`src/rtl/excess3_to_bcd_deser.sv`:
```
// ---------------------------------------------------------------------------
// excess3_to_bcd_deser
//
// Purpose: accepts one Excess-3 coded digit per input transfer, range-checks
// it, converts it to BCD (code - 3) and shifts it into an NDIGITS-wide packed
// BCD word. The completed word is offered on the output together with a
// sticky error flag that covers every digit of that word.
//
// Ports:
//   clk          rising-edge clock
//   rst_n        asynchronous active-low reset
//   in_valid     input digit valid
//   in_ready     block can accept a digit (depends on state only)
//   in[3:0]      Excess-3 coded digit
//   out_valid    packed BCD word available
//   out_ready    downstream accepts the word
//   out[4N-1:0]  packed BCD word; out[3:0] is the last digit received
//   err          at least one invalid code in the word; qualified by out_valid
//   o_dbg_state  current FSM state (0 = COLLECT, 1 = HOLD)
//
// Handshake: a transfer happens on a rising clk edge where valid and ready
// are both high. A producer holds valid (and its data) until that edge; ready
// never depends combinationally on valid, so there is no same-cycle path from
// in/in_valid to any output.
// ---------------------------------------------------------------------------
module excess3_to_bcd_deser #(
    parameter int NDIGITS = 4
) (
    input  logic                   clk,
    input  logic                   rst_n,
    input  logic                   in_valid,
    output logic                   in_ready,
    input  logic [3:0]             in,
    output logic                   out_valid,
    input  logic                   out_ready,
    output logic [4*NDIGITS-1:0]   out,
    output logic                   err,
    output logic                   o_dbg_state
);

    localparam int W     = 4 * NDIGITS;
    localparam int CNT_W = (NDIGITS > 1) ? $clog2(NDIGITS) : 1;
    localparam logic [CNT_W-1:0] LAST_IDX = CNT_W'(NDIGITS - 1);

    typedef enum logic {
        COLLECT = 1'b0,
        HOLD    = 1'b1
    } state_t;

    state_t           r_state;
    state_t           w_next_state;

    logic [CNT_W-1:0] r_cnt;
    logic [W-1:0]     r_shift;
    logic             r_err_acc;
    logic [W-1:0]     r_out;
    logic             r_err;

    logic             w_accept;
    logic             w_out_hs;
    logic             w_last;
    logic             w_code_ok;
    logic [3:0]       w_digit;
    logic [W-1:0]     w_shift_next;

    // Excess-3 digits occupy codes 3..12; anything else decodes to 0 and
    // marks the word as bad.
    assign w_code_ok = (in >= 4'h3) && (in <= 4'hC);
    assign w_digit   = w_code_ok ? (in - 4'h3) : 4'h0;

    // Shift left by one nibble; written without a part-select so that
    // NDIGITS = 1 (nothing to keep) needs no special case.
    assign w_shift_next = (r_shift << 4) | W'(w_digit);

    assign w_last   = (r_cnt == LAST_IDX);
    assign w_accept = in_valid && in_ready;
    assign w_out_hs = out_valid && out_ready;

    // State register
    always_ff @(posedge clk or negedge rst_n) begin
        if (!rst_n) begin
            r_state <= COLLECT;
        end else begin
            r_state <= w_next_state;
        end
    end

    // Next state and state-decoded handshake outputs
    always_comb begin
        w_next_state = r_state;
        in_ready     = 1'b0;
        out_valid    = 1'b0;
        case (r_state)
            COLLECT: begin
                in_ready = 1'b1;
                if (in_valid && w_last) begin
                    w_next_state = HOLD;
                end
            end
            HOLD: begin
                out_valid = 1'b1;
                if (out_ready) begin
                    w_next_state = COLLECT;
                end
            end
            default: begin
                w_next_state = COLLECT;
            end
        endcase
    end

    // Datapath: digit counter, shift register, error accumulator, output word
    always_ff @(posedge clk or negedge rst_n) begin
        if (!rst_n) begin
            r_cnt     <= '0;
            r_shift   <= '0;
            r_err_acc <= 1'b0;
            r_out     <= '0;
            r_err     <= 1'b0;
        end else if (w_accept) begin
            r_shift <= w_shift_next;
            if (w_last) begin
                r_cnt     <= '0;
                r_out     <= w_shift_next;
                // Include the final digit's own error, which is not yet in
                // the accumulator.
                r_err     <= r_err_acc | ~w_code_ok;
                r_err_acc <= 1'b0;
            end else begin
                r_cnt     <= r_cnt + CNT_W'(1);
                r_err_acc <= r_err_acc | ~w_code_ok;
            end
        end else if (w_out_hs) begin
            // Start the next word from a clean slate; out/err keep their
            // value until the next word completes.
            r_shift   <= '0;
            r_err_acc <= 1'b0;
        end
    end

    assign out         = r_out;
    assign err         = r_err;
    assign o_dbg_state = r_state;

endmodule

```
`config.mk`:
```
export PLATFORM = sky130hd
export DESIGN_NAME = excess3_to_bcd_deser
export DESIGN_NICKNAME = d
export VERILOG_FILES = /design/src/rtl/excess3_to_bcd_deser.sv
export SDC_FILE = /design/constraint.sdc
export NUM_CORES = 1
export LEC_CHECK = 0
export ABC_AREA = 1
export CAP_MARGIN = 20
export CORE_ASPECT_RATIO = 0.7
export CORE_UTILIZATION = 45
export DETAILED_ROUTE_END_ITERATION = 12
export MAX_ROUTING_LAYER = met4
export PLACE_DENSITY = 0.71
export REMOVE_ABC_BUFFERS = 1
export SETUP_SLACK_MARGIN = 0.1
export SLEW_MARGIN = 40
export SYNTH_ARGS = -nofsm -noshare
export SYNTH_HDL_FRONTEND = slang
export SYNTH_SLANG_ARGS = --single-unit
```
`constraint.sdc`:
```
create_clock -name clk -period 1.4 [get_ports clk]
set_input_delay 0.14 -clock clk [delete_from_list [all_inputs] [get_ports clk]]
set_output_delay 0.14 -clock clk [all_outputs]
set_load 0.01 [all_outputs]
```
Word-level counts from Yosys, hierarchy flattened
Index checks and enable logic that the tools add are counted.
- $add $sub $neg: 2
- $mul: 0
- div/mod/pow operators: 0
- $lt $le $gt $ge: 2
- equal/unequal tests: 1
- shift-type cells: 0
- muxes and demuxes: 12
- bitwise logic cells: 4
- reductions and logical operators: 6
- operators by type and width (cell ; count):
    $mux 12 ; 2
    $or 16x4->16 ; 1
    $mux 1 ; 7
    $ge 4x2->1 const B ; 1
    $le 4x4->1 const B ; 1
    $logic_and 1x1->1 ; 4
    $mux 4 ; 1
    $sub 4x2->4 const B ; 1
    $add 2x1->2 const B ; 1
    $eq 2x2->1 const B ; 1
    $mux 2 ; 1
    $not 1->1 ; 2
    $pmux 1 s2 ; 1
    $reduce_and 2->1 ; 1
    $reduce_bool 2->1 ; 1
    $or 1x1->1 ; 1
- bits in registers: 33
- latch bits: 0
- RAM bits: 0
- memory bits (read-only): 0
- input bits: 8
- output and inout bits: 20
- memories kept: 0

Depth between registers and ports, before layout
Gate-level depths: netlist of the first run.
- depth after elaboration: 6
- gate-level depth with buffers: 9
- mapped depth without buffers: 9

Worst setup path before layout of the first run
OpenSTA, ideal clock, no wires.
- kind: reg-to-reg
- start point: register r_cnt[0]
- end point: register r_state (netlist: o_dbg_state)
- setup time: 0.127 ns
- arrival: 1.027 ns
- data required time: 1.273 ns
- path slack: 0.246 ns
- stages on the path, launching flop included: 7
- path buffers: 1
- period minus slack after synthesis: 1.154 ns
- cells stage by stage: dfrtp_1 ha_1 inv_1 nor2_8 inv_4 buf_6 o21ai_0
- word-level cells in the longest chain between the ends: 4
- RTL lines (what ; RTL line ; source):
    start, declared ; 53 ; logic [CNT_W-1:0] r_cnt;
    start signal, assigned ; 130 ; r_cnt <= r_cnt + CNT_W'(1);
    $eq 2x2->1 ; 75 ; assign w_last = (r_cnt == LAST_IDX);
    $logic_and 1x1->1 ; 96 ; if (in_valid && w_last) begin
    $mux 1 ; 96 ;
    $pmux 1 s2 ; 93 ; case (r_state)
    named net w_next_state ; 51 ; state_t w_next_state;
    end signal, assigned ; 84 ; r_state <= w_next_state;
    end, declared ; 50 ; state_t r_state;
The timed path passes the listed nets, and every way through them passes these cells.
A chain may end at the register's enable or synchronous reset.

Final worst setup path of the first run
- start point: input port in[1]
- end point: register r_shift[0]
- word-level cells in the longest chain between the ends: 5
- elaborated cells on any way between the ends: 6
- those cells by class: 2 x order compare; 2 x mux; 1 x bitwise; 1 x reduce/logical
- RTL lines (what ; RTL line ; source):
    start, declared ; 33 ; input logic [3:0] in,
    $ge 4x2->1 or $le 4x4->1 (tied branches) ; 68 ; assign w_code_ok = (in >= 4'h3) && (in <= 4'hC);
    $logic_and 1x1->1 * ; 68 ;
    $mux 4 * ; 69 ; assign w_digit = w_code_ok ? (in - 4'h3) : 4'h0;
    $or 16x4->16 * ; 73 ; assign w_shift_next = (r_shift << 4) | W'(w_digit);
    $mux 12 * ; 120 ; end else if (w_accept) begin
    end signal, assigned ; 121 ; r_shift <= w_shift_next;
    end, declared ; 54 ; logic [W-1:0] r_shift;
Every way passes the cells marked *; elsewhere a longest branch is shown, timed or not.

==> metrics.md, run 1 <==
| Metric | Value |
|---|---|
| Outcome | `completed` |
| Synth Area in Compound Gates | `0.116` |
| Placeable Area | `0.00294 sq mm` |
| Data arrival, critical path | `1.36 ns` |
| I/O pins | `28` |
| Iter 0 DRT Violations | `56` |
| CTS tree | `done` |
| Slew HR | `0.727` |
| Post-Syn Instances | `151` |
| Clk buf depth | `2` |
| GP Congestion | `0.836` |
| Synthesis-to-finish area growth | `30.3%` |
| Req. time, crit path | `1.56 ns` |
| Seq cells post-synth | `33` |
| Final hold slack | `0.268 ns` |
| Fraction of power consumed by sequential logic | `0.419` |
| Area share of fa/ha/maj cells after synthesis | `0.0256` |
| Diodes inserted | `0` |
| Largest family of logic cells by synthesized area | `simple AND/OR/NAND/NOR gates` |
| Final wirelength | `2950 um` |
| Post-route DRC | `0` |
| Post-synth top area share | `0.564` |
| Placed cell areas | `0.00182 sq mm` |
| Critical path type | `input port to flip-flop` |
| Avg WL per Cell | `13.1 um` |
| Launching point of the worst reg2reg path | `r_cnt[0]$_DFFE_PN0P_` |
| Clk pwr share | `0.192` |
| Max Slew Vio Count | `0` |
| Total track usage | `0.200` |
| Antenna violations before repair | `0` |
| Yosys cell types | `16` |
| Net Sw Frac | `0.353` |
| Worst-Margin Slew | `0.410 ns` |
| Skew final | `0.00302 ns` |
| Max-cap viol count | `0` |
| Final setup fails | `0` |
| RSZ-0062 raised after global routing | `no` |
| Place WS | `-0.103 ns` |
| Fin. Hold Viols | `0` |
| Initial core utilization | `0.497` |
| Max IR drop VDD | `0.00103 V` |
| Syn Area/Cell | `9.69 sq um` |
| Crit path from | `in[1]` |
| Detailed Place HPWL | `2150 um` |
| Global route overflow | `0` |
| Min cycle time layout | `1.20 ns` |
| Syn. warnings | `0` |
| DR pass1 iterations | `4` |
| FP Rows | `16` |
| Logic gate share of total power | `0.389` |
| Die Y | `49.7 um` |
| Post-layout util | `0.648` |
| Vias in the first global route | `1122` |
| Fillers | `228` |
| Via count | `1120` |
| Worst hold path type | `input port to async pin` |
| Leak | `1.05 nW` |
| Critical path launch point type | `input port` |
| First-pass GRT wire length | `5110 um` |
| CTS Buf Count | `5` |
| Post-synthesis mux area share | `0` |
| Die area | `0.00349 sq mm` |
| Finished Cell Area | `0.00191 sq mm` |
| Synth Area in XOR/XNOR | `0` |
| FMAX | `831 MHz` |
| Via/cell ratio | `4.98` |
| Sw power | `1.27 mW` |
| Pint | `2.34 mW` |
| Share of cells above drive strength 1 | `0.228` |
| CTS sink count | `33` |
| Critical Path End Type | `flip-flop` |
| Routed Antenna Nets | `0` |
| Fin nets | `200` |
| Clk_lat worst skew | `0.27 ns` |
| Clock H-tree levels | `2` |
| CP max FO | `4` |
| # port buffers | `27` |
| Setup WS post-layout | `0.197 ns` |
| Pwr Density | `1890 mW/mm^2` |
| Sequential-to-total area share from yosys stat | `0.564` |
| Largest net degree at the start of global routing | `34` |
| CTS root buf | `clkbuf_8` |
| Largest area contributor in the netlist | `dfrtp_1` |
| CTS clk-pin slew, worst paths | `0.06 ns` |
| Synthesized cell area | `0.00146 sq mm` |
| Final period util | `0.859` |
| DIE WIDTH | `70.2 um` |
| Synth area leaders | `dfrtp_1 56%, nand2_1 11%, o21ai_2 7.2%` |
| Number of setup buffers added after CTS | `0` |
| Simple-gate portion of the synthesized area | `0.197` |
## power by group through the flow
stage | combinational (mW) | sequential [mW] | clock [mW]
after global placement | 1.51 | 1.52 | 0
after CTS | 1.42 | 1.52 | 0.721
after floorplan | 0.701 | 1.61 | 0
after detailed placement | 1.56 | 1.54 | 0
after global routing | 1.56 | 1.56 | 0.766
final | 1.41 | 1.51 | 0.694
## worst paths after layout
path                                     endpoint  slack (ns)  depth (start not counted)
hold / removal                 out[4]$_DFFE_PN0P_        0.27                          2
max in group asynchronous    r_cnt[1]$_DFFE_PN0P_        0.84                          2
setup / recovery           r_shift[0]$_DFFE_PN0P_        0.20                          9
hold reg to reg                out[8]$_DFFE_PN0P_        0.47                          2
setup reg to reg               out[5]$_DFFE_PN0P_        0.20                          7
min in group clk               out[0]$_DFFE_PN0P_        0.39                          5
## placed cells by master, fill, tap and decap left out, types with 3 or more instances in the layout
cell             count
nand2_2              9
dlygate4sd2_1       19
nand3_1              8
inv_1               22
nand2_1             42
o21ai_0              3
clkdlybuf4s50_1      6
o21ai_2             12
o22ai_1              8
clkbuf_8             6
buf_4                6
dfrtp_1             33
## Yosys cell counts
| cell | count |
|---|---|
| nand2_1 | 43 |
| inv_1 | 23 |
| nand2_2 | 8 |
| inv_2 | 1 |
| o22ai_1 | 8 |
| buf_4 | 1 |
| nor2_8 | 1 |
| buf_2 | 1 |
| inv_4 | 1 |
| o21ai_2 | 12 |
| dfrtp_1 | 33 |
| ha_1 | 3 |
| o21ai_0 | 3 |
| nand3_1 | 9 |
| nand2_4 | 1 |
| buf_6 | 3 |
## metal layers
metal	GRT usage	up-vias	routed length, um
li1	-	543	-
met1	0.242	541	1310
met2	0.313	32	1480
met3	0.0675	4	141
met4	0.0800	0	18
met5	-	-	0
## through the flow
step | cells | total power, mW | TNS, ns
2_1_floorplan | 146 | 2.31 | 0
3_3_place_gp | 217 | 3.03 | -0.0205
3_5_place_dp | 217 | 3.10 | -0.758
4_1_cts | 224 | 3.65 | 0
5_1_grt | 225 | 3.88 | 0
6_report | 225 | 3.61 | 0
## logic make-up after synthesis
logic type                 count (synthesis)
and+or+nand+nor                           62
buffers and inverters                     30
AOI/OAI and AO/OA                         23
DFF                                       33
adders and majority gates                  3
## worst max-delay path, stage by stage
cell and delay (ns):
clkdlybuf4s50_1 0.50, inv_1 0.06, ha_1 0.18, inv_1 0.05, nand2_1 0.06, nand2_2 0.11, nand2_2 0.10, nand3_1 0.09
nand2_1 0.06
## final cells by class
| class | instances | area [sq um] | area share |
|---|---|---|---|
| flip-flops and latches | 33 | 826 | 0.433 |
| multi-input cells | 89 | 517 | 0.271 |
| repair buffers | 35 | 337 | 0.177 |
| well taps | 36 | 45.0 | 0.0236 |
| clock buffers | 7 | 86.3 | 0.0453 |
| inverters | 25 | 96.3 | 0.0505 |
## registers in the layout, indices dropped and copies added (netlist names)
register / cells
out: 16
r_shift: 12
r_cnt: 2
err: 1
o_dbg_state: 1
r_err_acc: 1
## repair_timing
action	4_1_cts	5_1_grt
resized for setup	19	7
pin swaps	0	1
cloned	0	1
hold buffers	0	0
endpoints found under the setup margin	19	19
hold endpoints to repair	0	0
Note: power is estimated with default switching activity, not from simulation.
==> run 2: changes to the inputs <==
--- a/config.mk
+++ b/config.mk
@@ -5,13 +5,13 @@
 export SDC_FILE = /design/constraint.sdc
 export NUM_CORES = 1
 export LEC_CHECK = 0
-export ABC_AREA = 1
 export CAP_MARGIN = 20
 export CORE_ASPECT_RATIO = 0.7
 export CORE_UTILIZATION = 45
+export CTS_BUF_LIST = sky130_fd_sc_hd__clkbuf_4
 export DETAILED_ROUTE_END_ITERATION = 12
 export MAX_ROUTING_LAYER = met4
-export PLACE_DENSITY = 0.71
+export PLACE_DENSITY = 0.7
 export REMOVE_ABC_BUFFERS = 1
 export SETUP_SLACK_MARGIN = 0.1
 export SLEW_MARGIN = 40
==> constraint.sdc (replaced) <==
create_clock -name clk -period 1.5 [get_ports clk]
set_input_delay 0.15 -clock clk [delete_from_list [all_inputs] [get_ports clk]]
set_output_delay 0.15 -clock clk [all_outputs]
set_load 0.01 [all_outputs]
==> metrics.md, run 2 <==
| Metric | Value |
|---|---|
| Commonest cells after routing, fill and taps aside | `32 x dfrtp_1, 17 x o21ai_0, 17 x nand2_1, 17 x dlygate4sd2_1, 11 x buf_4` |
| Number of cells on the worst reg-to-reg path | `4 (-3)` |
| CTS Buf Count | `5 (unchanged)` |
| Diodes inserted | `0 (unchanged)` |
| Max IR drop VDD | `0.000897 V (-13%)` |
| CP max FO | `6 (+2)` |
| CP bufs+invs | `2 (-1)` |
| Post-synth top area share | `0.549 (-0.0150)` |
| Place WS | `-0.141 ns (-0.0374 ns)` |
| Final hold slack | `0.183 ns (-0.0842 ns)` |
| Overall Power | `3.38 mW (-6.4%)` |
| Fraction of power consumed by sequential logic | `0.448 (+0.029)` |
| Skew final | `0.0103 ns (+0.00729 ns)` |
| Final period util | `0.886` |
| Avg WL per Cell | `15.1 um (+15%)` |
| Syn. warnings | `0 (unchanged)` |
| Initial core utilization | `0.475 (-0.0229)` |
| Iter 0 DRT Violations | `97 (+73%)` |
| Global route overflow | `0 (unchanged)` |
| Outcome | `finished, violations left` |
| CTS sink count | `33 (unchanged)` |
| Worst hold path type | `input port to async pin` |
| Slew HR | `0.730 (+0.00314)` |
| Leak | `0.989 nW (-6.0%)` |
| Sequential-to-total area share from yosys stat | `0.549 (-0.0150)` |
| Setup WS post-layout | `0.172 ns (-0.0255 ns)` |
| Largest stage delay, worst path | `0.46 ns (-0.04 ns)` |
| Total track usage | `0.211 (+0.0109)` |
| Die area | `0.00358 sq mm (+2.6%)` |
| R2R Path End | `out[2]$_DFFE_PN0P_` |
| FMAX | `753 MHz` |
| Placed cell areas | `0.00187 sq mm (+2.8%)` |
| Data arrival, critical path | `1.18 ns (-0.18 ns)` |
| GP Congestion | `0.757 (-9.5%)` |
| Syn Area/Cell | `12.1 sq um (+25%)` |
| Async S/R FF share, synth | `1.00 (unchanged)` |
| Detailed Place HPWL | `2220 um (+3.4%)` |
| Req. time, crit path | `1.35 ns (-0.21 ns)` |
| Routed Antenna Nets | `0 (unchanged)` |
| Violated checks | `design-rule violations` |
| Main flop type after synthesis | `dfrtp_1` |
| CP max-delay cell | `dfrtp_2` |
| # port buffers | `27 (unchanged)` |
| Seq cells post-synth | `33 (unchanged)` |
| Placeable Area | `0.00317 sq mm (+7.7%)` |
| Min cycle time layout | `1.33 ns` |
| Most common cell in the netlist | `dfrtp_1` |
| DR pass1 iterations | `9 (+5)` |
| I/O pins | `28 (unchanged)` |
| Commonest non-fill, non-tap cell in the layout | `dfrtp_1` |
| Layout Cells excl Fill | `205 (-8.9%)` |
| Logic gate share of total power | `0.405 (+0.016)` |
| Final wirelength | `3090 um (+4.7%)` |
| Largest net degree at the start of global routing | `34 (unchanged)` |
| CP cell instances | `inv_4 > clkdlybuf4s15_1` |
| Clock H-tree levels | `2 (unchanged)` |
| FP Rows | `17 (+1)` |
| CTS root buf | `clkbuf_4` |
| Fin nets | `177 (-12%)` |
| Post-route DRC | `2 (+2)` |
| Critical Path End Type | `primary output` |
| Post-synth EDFFs | `0 (unchanged)` |
| Clk buf depth | `2 (unchanged)` |
| Share of cells above drive strength 1 | `0.240 (+0.0120)` |
| Worst-Margin Slew | `0.405 ns (-0.00471 ns)` |
| Pwr Density | `1750 mW/mm^2 (-7.6%)` |
| Post-Syn Instances | `124 (-18%)` |
| DIE WIDTH | `71.1 um (+1.3%)` |
| Pint | `2.19 mW (-6.1%)` |
| Sw power | `1.19 mW (-6.8%)` |
| Final setup fails | `0 (unchanged)` |
| Synthesized cell area | `0.00150 sq mm (+2.7%)` |
| Yosys cell types | `26 (+10)` |
| Placed Instances | `194 (-11%)` |
| Finished Cell Area | `0.00193 sq mm (+1.3%)` |
| Critical path type | `flip-flop to primary output` |
| Largest area contributor in the netlist | `dfrtp_1` |
| First-pass GRT wire length | `5350 um (+4.6%)` |
| Clk_lat worst skew | `0.35 ns (+0.08 ns)` |
| Synthesis-to-finish area growth | `28.5%` |
| Cts hold-fix bufs | `0 (unchanged)` |
| Max Slew Vio Count | `0 (unchanged)` |
| Via/cell ratio | `5.27 (+5.8%)` |
| RSZ-0062 raised after global routing | `no` |
| Vias in the first global route | `1114 (-0.71%)` |
| R2r setup slk | `0.19 ns (about the same)` |
| CTS tree | `done` |
| Clk pwr share | `0.147 (-0.045)` |
| Launching point of the worst reg2reg path | `r_cnt[0]$_DFFE_PN0P_` |
| Largest register FFs | `16 (unchanged)` |
| Via count | `1080 (-3.6%)` |
| Fin. Hold Viols | `0 (unchanged)` |
| Die Y | `50.4 um (+1.3%)` |
| Net Sw Frac | `0.351 (-0.00156)` |
| Top delay family on crit path | `flip-flops` |
| Max-cap viol count | `0 (unchanged)` |
| Critical path launch point type | `flip-flop` |
| CTS clk-pin slew, worst paths | `0.11 ns (+0.05 ns)` |
| Synth area leaders | `dfrtp_1 55%, mux2_4 10%, mux2i_1 6.0%` |
| Antenna violations before repair | `0 (unchanged)` |
| Commonest cells in the netlist | `33 x dfrtp_1, 17 x nand2_1, 17 x o21ai_0` |
-- run 2: power by group through the flow --
stage                     Sequential (mW)  Clock (mW)  Combinational [mW]
after global placement               1.51           0                1.42
after floorplan                      1.59           0               0.624
after detailed placement             1.53           0                1.47
after CTS                            1.51       0.511                1.34
final                                1.51       0.496                1.37
after global routing                 1.56       0.549                1.51
-- run 2: what timing repair did --
action	in CTS	in global routing
setup buffers	1	2
resized for setup	22	4
endpoints found under the setup margin	20	7
-- run 2: area by class of cell --
class | instances | area, sq um
clock buffers | 5 | 37.5
clock inverters | 3 | 17.5
well taps | 38 | 47.5
flip-flops and latches | 33 | 827
repair buffers | 40 | 363
multi-input cells | 82 | 622
fillers | 251 | 1240
inverters | 4 | 17.5
-- run 2: metal layers --
layer | global-route usage | up-vias | share of wire
li1 | - | 522 | -
met5 | - | - | 0
met3 | 0.0622 | 7 | 0.036
met4 | 0.123 | 0 | 0.022
met2 | 0.314 | 29 | 0.48
met1 | 0.258 | 522 | 0.46
-- run 2: how the worst max path moves through the flow --
stage	from	endpoint	slack (ns)	cells after the start
floorplan	o_dbg_state$_DFF_PN0_	out[2]$_DFFE_PN0P_	-0.02	3
global placement	in[0]	out[2]$_DFFE_PN0P_	-0.06	6
detailed placement	in[0]	out[2]$_DFFE_PN0P_	-0.14	6
CTS	o_dbg_state$_DFF_PN0_	o_dbg_state	0.11	2
global route	o_dbg_state$_DFF_PN0_	in_ready	0.12	2
finish	o_dbg_state$_DFF_PN0_	in_ready	0.17	2
-- run 2: worst reg2reg max path, cell delays in order, from the launching register on --
cell,delay [ns]
dfrtp_1,0.41
ha_2,0.21
nand3_4,0.10
buf_12,0.15
mux2_2,0.33
-- run 2: cells by family (layout without fill, tap and decap cells) --
family	Yosys count	count (layout)	synth area share
compound gates	29	29	0.110
simple gates	27	27	0.0874
buf+inv	9	52	0.0391
mux	23	23	0.190
fa+ha+maj	3	3	0.0250
flops	33	33	0.549
-- run 2: metrics by stage --
stage          setup TNS (ns)  utilization
3_5_place_dp           -0.787        0.589
5_1_grt                     0        0.610
3_3_place_gp           -0.106        0.589
4_1_cts                     0        0.603
2_1_floorplan         -0.0547            -
6_report                    0        0.610
==> run 3: changes to the inputs <==
--- a/config.mk
+++ b/config.mk
@@ -7,11 +7,10 @@
 export LEC_CHECK = 0
 export CAP_MARGIN = 20
 export CORE_ASPECT_RATIO = 0.7
-export CORE_UTILIZATION = 45
+export CORE_UTILIZATION = 35
 export CTS_BUF_LIST = sky130_fd_sc_hd__clkbuf_4
 export DETAILED_ROUTE_END_ITERATION = 12
 export MAX_ROUTING_LAYER = met4
-export PLACE_DENSITY = 0.7
 export REMOVE_ABC_BUFFERS = 1
 export SETUP_SLACK_MARGIN = 0.1
 export SLEW_MARGIN = 40
==> metrics.md, run 3 (synthesis results as in run 2) <==
| Metric | Value |
|---|---|
| DR pass1 iterations | `4 (-5)` |
| Sequential Area | `826 sq um (-0.15%)` |
| Final wirelength | `3140 um (+1.6%)` |
| Pint | `2.24 mW (+1.9%)` |
| Logic gate share of total power | `0.426 (+0.021)` |
| Commonest cells after routing, fill and taps aside | `33 x dfrtp_1, 17 x o21ai_0, 17 x nand2_1, 11 x dlygate4sd2_1, 11 x buf_4` |
| Met3 WL post-DR | `171 um (+54%)` |
| CP bufs+invs | `3 (+1)` |
| Fraction of power consumed by sequential logic | `0.436 (-0.012)` |
| Via count | `1102 (+2.0%)` |
| Largest stage delay, worst path | `0.39 ns (-0.07 ns)` |
| Max IR drop VDD | `0.000773 V (-14%)` |
| Via/cell ratio | `5.01 (-4.9%)` |
| Finished Cell Area | `0.00199 sq mm (+2.9%)` |
| CTS Buf Count | `5 (unchanged)` |
| Clock H-tree levels | `2 (unchanged)` |
| First-pass GRT wire length | `5080 um (-5.0%)` |
| Pwr Density | `1710 mW/mm^2 (-2.4%)` |
| Clk pwr share | `0.138 (-0.009)` |
| Largest net degree at the start of global routing | `34 (unchanged)` |
| Initial core utilization | `0.374 (-0.100)` |
| Fillers | `368 (+47%)` |
| Commonest non-fill, non-tap cell in the layout | `dfrtp_1` |
| WL met1 | `1540 um (+7.9%)` |
| DIE WIDTH | `80.4 um (+13%)` |
| FMAX | `725 MHz (-3.7%)` |
| Critical path type | `flip-flop to primary output` |
| Outcome | `completed` |
| Met2 wire len | `1380 um (-7.0%)` |
| R2R Path End | `out[5]$_DFFE_PN0P_` |
| Critical Path End Type | `primary output` |
| Top sig layer | `met4` |
| Number of cells on the worst reg-to-reg path | `4 (unchanged)` |
| Share of cells above drive strength 1 | `0.232 (-0.00738)` |
| Avg WL per Cell | `14.3 um (-5.3%)` |
| Skew final | `0.0126 ns (+0.00227 ns)` |
| Leak | `1.08 nW (+9.2%)` |
| Global route overflow | `0 (unchanged)` |
| Sw power | `1.16 mW (-2.2%)` |
| Min cycle time layout | `1.38 ns (+0.0510 ns)` |
| Critical path launch point type | `flip-flop` |
| Req. time, crit path | `1.35 ns (about the same)` |
| Fin nets | `178 (+0.56%)` |
| Diodes inserted | `0 (unchanged)` |
| Layout Cells excl Fill | `220 (+7.3%)` |
| Routed Antenna Nets | `0 (unchanged)` |
| Overall Power | `3.40 mW (+0.47%)` |
| Post-route DRC | `0 (-2)` |
| Placeable Area | `0.00402 sq mm (+27%)` |
| Max-cap viol count | `0 (unchanged)` |
| Vias in the first global route | `1068 (-4.1%)` |
| Slew HR | `0.720 (-0.00962)` |
| Antenna violations before repair | `0 (unchanged)` |
| Worst hold path type | `input port to async pin` |
| # port buffers | `27 (unchanged)` |
| Cts hold-fix bufs | `0 (unchanged)` |
| Detailed Place HPWL | `2150 um (-3.1%)` |
| Net Sw Frac | `0.342 (-0.00918)` |
| Total track usage | `0.155 (-0.0565)` |
| CTS clk-pin slew, worst paths | `0.11 ns (about the same)` |
| Clk buf depth | `2 (unchanged)` |
| Worst-Margin Slew | `0.419 ns (+0.0144 ns)` |
| Final setup fails | `0 (unchanged)` |
| GP Congestion | `0.777 (+2.7%)` |
| CP max-delay cell | `dfrtp_1` |
| Largest register FFs | `16 (unchanged)` |
| Place WS | `-0.0987 ns (+0.0419 ns)` |
| Launching point of the worst reg2reg path | `r_cnt[0]$_DFFE_PN0P_` |
| Fin. Hold Viols | `0 (unchanged)` |
| I/O pins | `28 (unchanged)` |
| CP max FO | `6 (unchanged)` |
| CTS root buf | `clkbuf_4` |
| Die area | `0.00457 sq mm (+28%)` |
| Placed Instances | `208 (+7.2%)` |
| CTS tree | `done` |
| CP cell instances | `buf_4 > inv_4 > dlygate4sd2_1` |
| Setup WS post-layout | `0.121 ns (-0.0510 ns)` |
| Data arrival, critical path | `1.23 ns (+0.05 ns)` |
| Final period util | `0.920 (+0.0340)` |
| Final hold slack | `0.200 ns (+0.0162 ns)` |
| Placed cell areas | `0.00189 sq mm (+0.94%)` |
| RSZ-0062 raised after global routing | `yes` |
| Die Y | `56.8 um (+13%)` |
| Clk_lat worst skew | `0.34 ns (about the same)` |
| Top delay family on crit path | `buffers and inverters` |
| FP Rows | `19 (+2)` |
| Synthesis-to-finish area growth | `32.2%` |
| Iter 0 DRT Violations | `65 (-33%)` |
| R2r setup slk | `0.16 ns (-0.03 ns)` |
| CTS sink count | `33 (unchanged)` |
| Max Slew Vio Count | `0 (unchanged)` |
| Area of the multi-input gates | `622 sq um (unchanged)` |
## run 3: changes by cell type in the layout (fill, tap and decap cells not counted), sizes merged
cell           before  now
clkbuf              5    7
clkdlybuf4s15       3    1
clkinv              2    3
clkinvlp            1    0
dlygate4sd2        17   11
dlymetal6s2s        0    7
## run 3: layer usage
| metal | global-route usage | up-vias |
|---|---|---|
| li1 | - | 525 |
| met1 | 0.213 | 535 |
| met2 | 0.209 | 33 |
| met3 | 0.0520 | 9 |
| met4 | 0.0561 | 0 |
| met5 | - | - |
## run 3: per-stage QoR
| stage | TNS, ns | utilization |
|---|---|---|
| floorplan | -0.0547 | - |
| global placement | -0.193 | 0.469 |
| detailed placement | -0.404 | 0.469 |
| CTS | 0 | 0.481 |
| global route | 0 | 0.495 |
| finish | 0 | 0.495 |
## run 3: repair_timing
action                     4_1_cts  5_1_grt
cloned                           0        1
setup endpoints to repair       13       12
setup buffers                    1        2
gates resized for setup         14       11
## run 3: power groups by stage
stage	logic, mW	registers [mW]	clock network [mW]
detailed placement	1.48	1.52	0
global placement	1.45	1.50	0
CTS	1.41	1.50	0.487
global route	1.58	1.54	0.531
floorplan	0.624	1.59	0
finish	1.45	1.48	0.468
## run 3: how the worst max path moves through the flow
stage                     startpoint                 end  slack [ns]  depth (start not counted)
6_report       o_dbg_state$_DFF_PN0_            in_ready        0.12                          3
5_1_grt        o_dbg_state$_DFF_PN0_            in_ready        0.07                          3
4_1_cts        o_dbg_state$_DFF_PN0_         o_dbg_state        0.03                          3
3_5_place_dp                   in[0]  out[2]$_DFFE_PN0P_        -0.1                          6
3_3_place_gp                   in[0]  out[2]$_DFFE_PN0P_       -0.06                          6
2_1_floorplan  o_dbg_state$_DFF_PN0_  out[2]$_DFFE_PN0P_       -0.02                          3
## run 3: final cells by class
cell class	count	share of cell area
clock buffers	5	0.0189
clock inverters	3	0.00629
inverters	4	0.00881
multi-input cells	82	0.313
flip-flops and latches	33	0.415
well taps	52	0.0327
repair buffers	41	0.205
